<file path="src/rtl/debounce_sync2.sv">
// Two-channel input conditioner: two-flop synchroniser, per-channel STABLE/CHECK
// debounce FSM with stability counter, registered level plus one-cycle edge strobes.
module debounce_sync2 #(
    parameter int WIDTH           = 2,
    parameter int DEBOUNCE_CYCLES = 4,
    parameter int CNT_BITS        = 3
) (
    input  logic             clock,
    input  logic             reset,
    input  logic [WIDTH-1:0] raw_in,
    output logic [WIDTH-1:0] clean_out,
    output logic [WIDTH-1:0] rise,
    output logic [WIDTH-1:0] fall,
    output logic             change
);

    typedef enum logic {
        STABLE = 1'b0,
        CHECK  = 1'b1
    } state_t;

    localparam logic [CNT_BITS-1:0] CNT_LAST = CNT_BITS'(DEBOUNCE_CYCLES - 1);
    localparam logic [CNT_BITS-1:0] CNT_ONE  = CNT_BITS'(1);

    logic [WIDTH-1:0]    s1;
    logic [WIDTH-1:0]    s2;
    state_t              state_q [WIDTH];
    state_t              state_d [WIDTH];
    logic [CNT_BITS-1:0] cnt_q   [WIDTH];
    logic [CNT_BITS-1:0] cnt_d   [WIDTH];
    logic [WIDTH-1:0]    clean_d;
    logic [WIDTH-1:0]    rise_d;
    logic [WIDTH-1:0]    fall_d;
    logic                change_d;

    always_ff @(posedge clock or negedge reset) begin
        if (!reset) begin
            s1        <= '0;
            s2        <= '0;
            clean_out <= '0;
            rise      <= '0;
            fall      <= '0;
            change    <= 1'b0;
            for (int i = 0; i < WIDTH; i++) begin
                state_q[i] <= STABLE;
                cnt_q[i]   <= '0;
            end
        end else begin
            s1        <= raw_in;
            s2        <= s1;
            clean_out <= clean_d;
            rise      <= rise_d;
            fall      <= fall_d;
            change    <= change_d;
            for (int i = 0; i < WIDTH; i++) begin
                state_q[i] <= state_d[i];
                cnt_q[i]   <= cnt_d[i];
            end
        end
    end

    // Strobes are computed alongside the level so they appear with the new clean_out.
    always_comb begin
        clean_d = clean_out;
        rise_d  = '0;
        fall_d  = '0;
        for (int i = 0; i < WIDTH; i++) begin
            state_d[i] = state_q[i];
            cnt_d[i]   = cnt_q[i];
            case (state_q[i])
                STABLE: begin
                    if (s2[i] != clean_out[i]) begin
                        state_d[i] = CHECK;
                        cnt_d[i]   = CNT_ONE;
                    end else begin
                        cnt_d[i] = '0;
                    end
                end
                CHECK: begin
                    if (s2[i] == clean_out[i]) begin
                        state_d[i] = STABLE;
                        cnt_d[i]   = '0;
                    end else if (cnt_q[i] == CNT_LAST) begin
                        clean_d[i] = s2[i];
                        rise_d[i]  = s2[i];
                        fall_d[i]  = ~s2[i];
                        state_d[i] = STABLE;
                        cnt_d[i]   = '0;
                    end else begin
                        cnt_d[i] = cnt_q[i] + CNT_ONE;
                    end
                end
            endcase
        end
        change_d = |{rise_d, fall_d};
    end

endmodule

</file>
<file path="config.mk">
export PLATFORM = sky130hd
export DESIGN_NAME = debounce_sync2
export DESIGN_NICKNAME = d
export VERILOG_FILES = /design/src/rtl/debounce_sync2.sv
export SDC_FILE = /design/constraint.sdc
export NUM_CORES = 1
export LEC_CHECK = 0
export CAP_MARGIN = 20
export CORE_MARGIN = 3
export CORE_UTILIZATION = 50
export CTS_BUF_LIST = sky130_fd_sc_hd__clkbuf_2 sky130_fd_sc_hd__clkbuf_4 sky130_fd_sc_hd__clkbuf_8
export CTS_CLUSTER_SIZE = 12
export DETAILED_ROUTE_END_ITERATION = 7
export PLACE_DENSITY = 0.87
export SLEW_MARGIN = 15
export SYNTH_ARGS = -nofsm -noshare
export SYNTH_HDL_FRONTEND = slang
export SYNTH_SLANG_ARGS = --single-unit
</file>
<file path="constraint.sdc">
create_clock -name clock -period 1.3 [get_ports clock]
set_input_delay 0.13 -clock clock [delete_from_list [all_inputs] [get_ports clock]]
set_output_delay 0.13 -clock clock [all_outputs]
set_load 0.02 [all_outputs]
</file>
-- After elaboration in Yosys (flattened, before gate mapping)
Index checks and enable logic that the tools add are counted.
- bits in latches: 0
- bits in registers: 19
- output and inout bits: 7
- bits in writable memories: 0
- memory bits (read-only): 0
- memories kept: 0
- add/subtract/negate cells: 2
- div/mod/pow operators: 0
- $mul: 0
- shift-type cells: 0
- reductions and logical operators: 3
- order comparisons: 0
- equal/unequal tests: 6
- mux-type cells: 28
- bitwise logic cells: 6
- operators with widths (kind ; count):
    two-way mux 1 bit ; 20
    two-way mux 3 bit ; 4
    case mux 3 bit (2 select lines) ; 2
    adder 3 x 1 -> 3 bit (second input constant) ; 2
    equality test 3 x 2 -> 1 bit (second input constant) ; 2
    inverter 1 bit ; 6
    AND reduction 3 bit ; 2
    case mux 1 bit (2 select lines) ; 2
    OR reduction 4 bit ; 1
    equality test 1 bit ; 2
    != test 1 bit ; 2

-- Depth between registers and ports, before layout
- word-level depth: 5
- mapped depth: 3
- mapped depth without buffers: 3

-- Worst setup path after synthesis
Ideal clock, no wire load.
- kind: register -> register
- start point: register cnt_q[3] in the netlist's numbering
- end point: register clean_out[0]
- cell stages (with the launch flop): 4
- arrival: 1.032 ns
- setup slack: 0.143 ns
- setup time: 0.125 ns
- required time: 1.175 ns
- clock period less this slack: 1.157 ns
- cells stage by stage: dfrtp_1 -> ha_1 -> nand3b_1 -> mux2_2
- cells in the longest elaborated chain, start to end: 2
- RTL lines (element ; line ; source):
    start: declaration ; 29 ; logic [CNT_BITS-1:0] cnt_q [WIDTH];
    start signal: indexed assignment ; 57 ; cnt_q[i] <= cnt_d[i];
    equality test 3 x 2 -> 1 bit ; 83 ; end else if (cnt_q[i] == CNT_LAST) begin
    AND reduction 3 bit (no source line) ; - ;
    end signal: assignment ; 51 ; clean_out <= clean_d;
    end: declaration ; 11 ; output logic [WIDTH-1:0] clean_out,
No other way between the ends.
A chain may end at the register's enable or synchronous reset.

-- Final worst setup path
- start point: register clean_out[1]
- end point: output clean_out[1]
No word-level cell between the ends.

==> impl_metrics.csv <==
group,metric,value,unit
run_status,status,"finished, final reports clean",
critical_path,arrival,1.09,ns
clock_network,h-tree-depth,1,
pwr,swShare,31.7,%
critical_path,rr_startpoint,"cnt_q[3]",
clock_network,cts_setup_buffers,0,
critical_path,crit_type,"reg -> out",
floorplan,start_util,57.1,%
global_routing,antenna_found_initial,0,
logic_synthesis,synth_warnings,0,
floorplan,die_height,42.8,µm
critical_path,reg2reg_to,"clean_out[0]",
sta,post-route-min-period,1.22,ns
sta,setup_tns,0,ns
route,vias_per_cell,5.43,
critical_path,crit_family,"flip-flops",
critical_path,worstPathMaxFanout,5,
finish,fillers,89,
critical_path,r2r_setup_slack,0.10,ns
sta,hold_viol,0,
global_routing,grt_start_max_net_pins,20,
logic_synthesis,netlist_area,677,µm²
placement,io_buffers,10,
route,vias,402,
route,drt-initial-drc-count,3,
sta,fin_worst_skew,0.00107,ns
clock_network,numClockSinks,19,
route,first_pass_iters,2,
pwr,clkPwrFrac,19.0,%
pwr,powerDensity,1840,nW/µm²
sta,fin_crit_sh,93.6,%
pwr,vdd_drop_max,1.08,mV
clock_network,clock_path_buffers,2,
clock_network,clock-root-buffer,"clkbuf_4",
finish,finalNetCount,67,
floorplan,io_pins,11,
logic_synthesis,ys_types,12,
sta,worst_slew_pin_slew,0.388,ns
global_routing,grtUsageTotal,13.3,%
route,drcViolationCount,0,
run,maxCapViolCount,0,
logic_synthesis,yosysSeqAreaShare,70.2,%
clock_network,cts_buffers,3,
floorplan,rows,12,
clock_network,cts_tree,"built",
sta,grt_setup_unrepaired,"no",
pwr,p_leak,0.426,nW
critical_path,cp_data_required_time,1.17,ns
critical_path,critical_path_buf_inv_count,1,
global_routing,overflow,0,
placement,gp_congestion,0.671,
logic_synthesis,synth_cells,42,
pwr,switching_power,0.491,mW
critical_path,critPathLaunch,"clean_out[1]",
logic_synthesis,synth_top_area_cell,"dfrtp_1",
finish,design_area,843,µm²
critical_path,cp-end-kind,"output port",
pwr,power.share.sequential,54.2,%
sta,slew_headroom,74.0,%
global_routing,grt_pass1_vias,386,
global_routing,grt_pass1_wl,1770,µm
critical_path,start_kind,"flip-flop",
route,wl_per_cell,14.3,µm
sta,finalSetupViolations,0,
finish,synthToLayoutAreaGrowth,24.6,%
logic_synthesis,yosysTopAreaCellShare,70.2,%
critical_path,cpMaxStageDelayCell,"dfrtp_1",
sta,drv_slew,0,
route,finalWirelength,1060,µm
finish,antenna_cells,0,
clock_network,clk_pin_slew,0.10,ns
finish,drive_gt1_share,23.3,%
critical_path,path_cells,"dlygate4sd2_1",
pwr,internal-power,1.06,mW
floorplan,core_area,1190,µm²
sta,fmax,821,MHz
logic_synthesis,synth_fp_nets,48,
floorplan,die_x,42.8,µm
route,postRouteAntennaNets,0,
placement,dp_hpwl,806,µm
logic_synthesis,avgSynthCellArea,16.1,µm²
floorplan,dieArea,1830,µm²
clock_network,insertion_delay,0.30,ns
hold_path,hold_path.class,"in -> async",
placement,dpl_cell_area,825,µm²
critical_path,ff2ff_path_depth,3,
logic_synthesis,synth_area_leaders,"dfrtp_1, nor3b_1, and4bb_2, ha_1, mux2_2",
critical_path,slowest_delay,0.43,ns
logic_synthesis,synth_seq_cells,19,
pwr,combPwrFrac,26.9,%
metal layers:
metal	vias up	GRT usage, %	part of all wire (%)	routed length [µm]
met4	0	7.45	0	0
met3	0	3.81	3.6	38
met5	-	0	0	0
met2	9	21.3	51	542
met1	202	15.8	45	477
li1	191	-	-	-
flip-flops by register name, indices dropped and copies added, names as in the netlist:
signal and flops:
state_q 2, cnt_q 6, rise 2, clean_out 2, s2 2, change 1
fall 2, s1 2
worst max-delay path by stage:
stage | endpoint | slack (ns) | cells after the start
floorplan | clean_out[0] | 0.14 | 3
global placement | clean_out[0] | 0.14 | 3
detailed placement | clean_out[0] | 0.11 | 3
CTS | clean_out[1] | 0.07 | 1
global route | cnt_q[5] | 0.01 | 2
finish | clean_out[1] | 0.08 | 1
stage by stage:
stage	worst slack [ns]	hold WS [ns]	cells	power, mW	util (%)
floorplan	0.143	-0.166	42	1.08	-
global placement	0.139	0.336	70	1.28	69.5
detailed placement	0.109	0.340	70	1.31	69.5
CTS	0.0698	0.158	74	1.57	71.1
global route	0.0140	0.184	74	1.65	71.1
finish	0.0826	0.149	74	1.55	71.1
area by class of cell:
type / count / area, µm² / area share [%]
multi-input combinational: 23 / 201 / 23.9
sequential: 19 / 475 / 56.4
clock buffer: 3 / 22.5 / 2.67
clock inverter: 1 / 5.00 / 0.593
tap: 14 / 17.5 / 2.08
timing repair buffer: 14 / 121 / 14.4
worst register-to-register path: stages (launching register included):
cell and delay, ns:
dfrtp_1 0.41, ha_1 0.23, nand3b_1 0.12, mux2_2 0.34
power by group through the flow:
stage | logic, mW | registers [mW] | clock network, mW
after floorplan | 0.211 | 0.873 | 0
after global placement | 0.432 | 0.844 | 0
after detailed placement | 0.454 | 0.855 | 0
after CTS | 0.427 | 0.841 | 0.299
after global routing | 0.461 | 0.868 | 0.323
final | 0.417 | 0.840 | 0.294
placed cells by master (no fill, tap or decap), drive strengths merged:
cell and count:
ha 2, nor3b 4, clkbuf 3, dlygate4sd2 7, o22ai 1, nor2 2, xnor2 2, buf 4
mux2 2, and3b 4, nand3b 2, and4bb 2, clkdlybuf4s50 3, clkinv 1, a211oi 2, dfrtp 19
cell usage after synthesis:
cell	n
mux2_2	2
dfrtp_1	19
and4bb_2	2
o22ai_1	1
nor3b_1	4
xnor2_1	2
and3b_1	2
nand3b_1	2
ha_1	2
a211oi_1	2
and3b_2	2
nor2_1	2
kinds of logic after synthesis:
logic type               share of synthesized area (%)
AND/OR/NAND/NOR                                   17.0
adder cells (fa/ha/maj)                           3.70
multiplexers                                      3.33
XOR/XNOR                                          2.59
flip-flops                                        70.2
AO/OA/AOI/OAI                                     3.14
what timing repair did:
action / in CTS / in global routing
endpoints found under the setup margin: 7 / 0
hold buffers: 0 / 0
gates resized for setup: 7 / 0
Note: power is estimated with default switching activity, not from simulation.
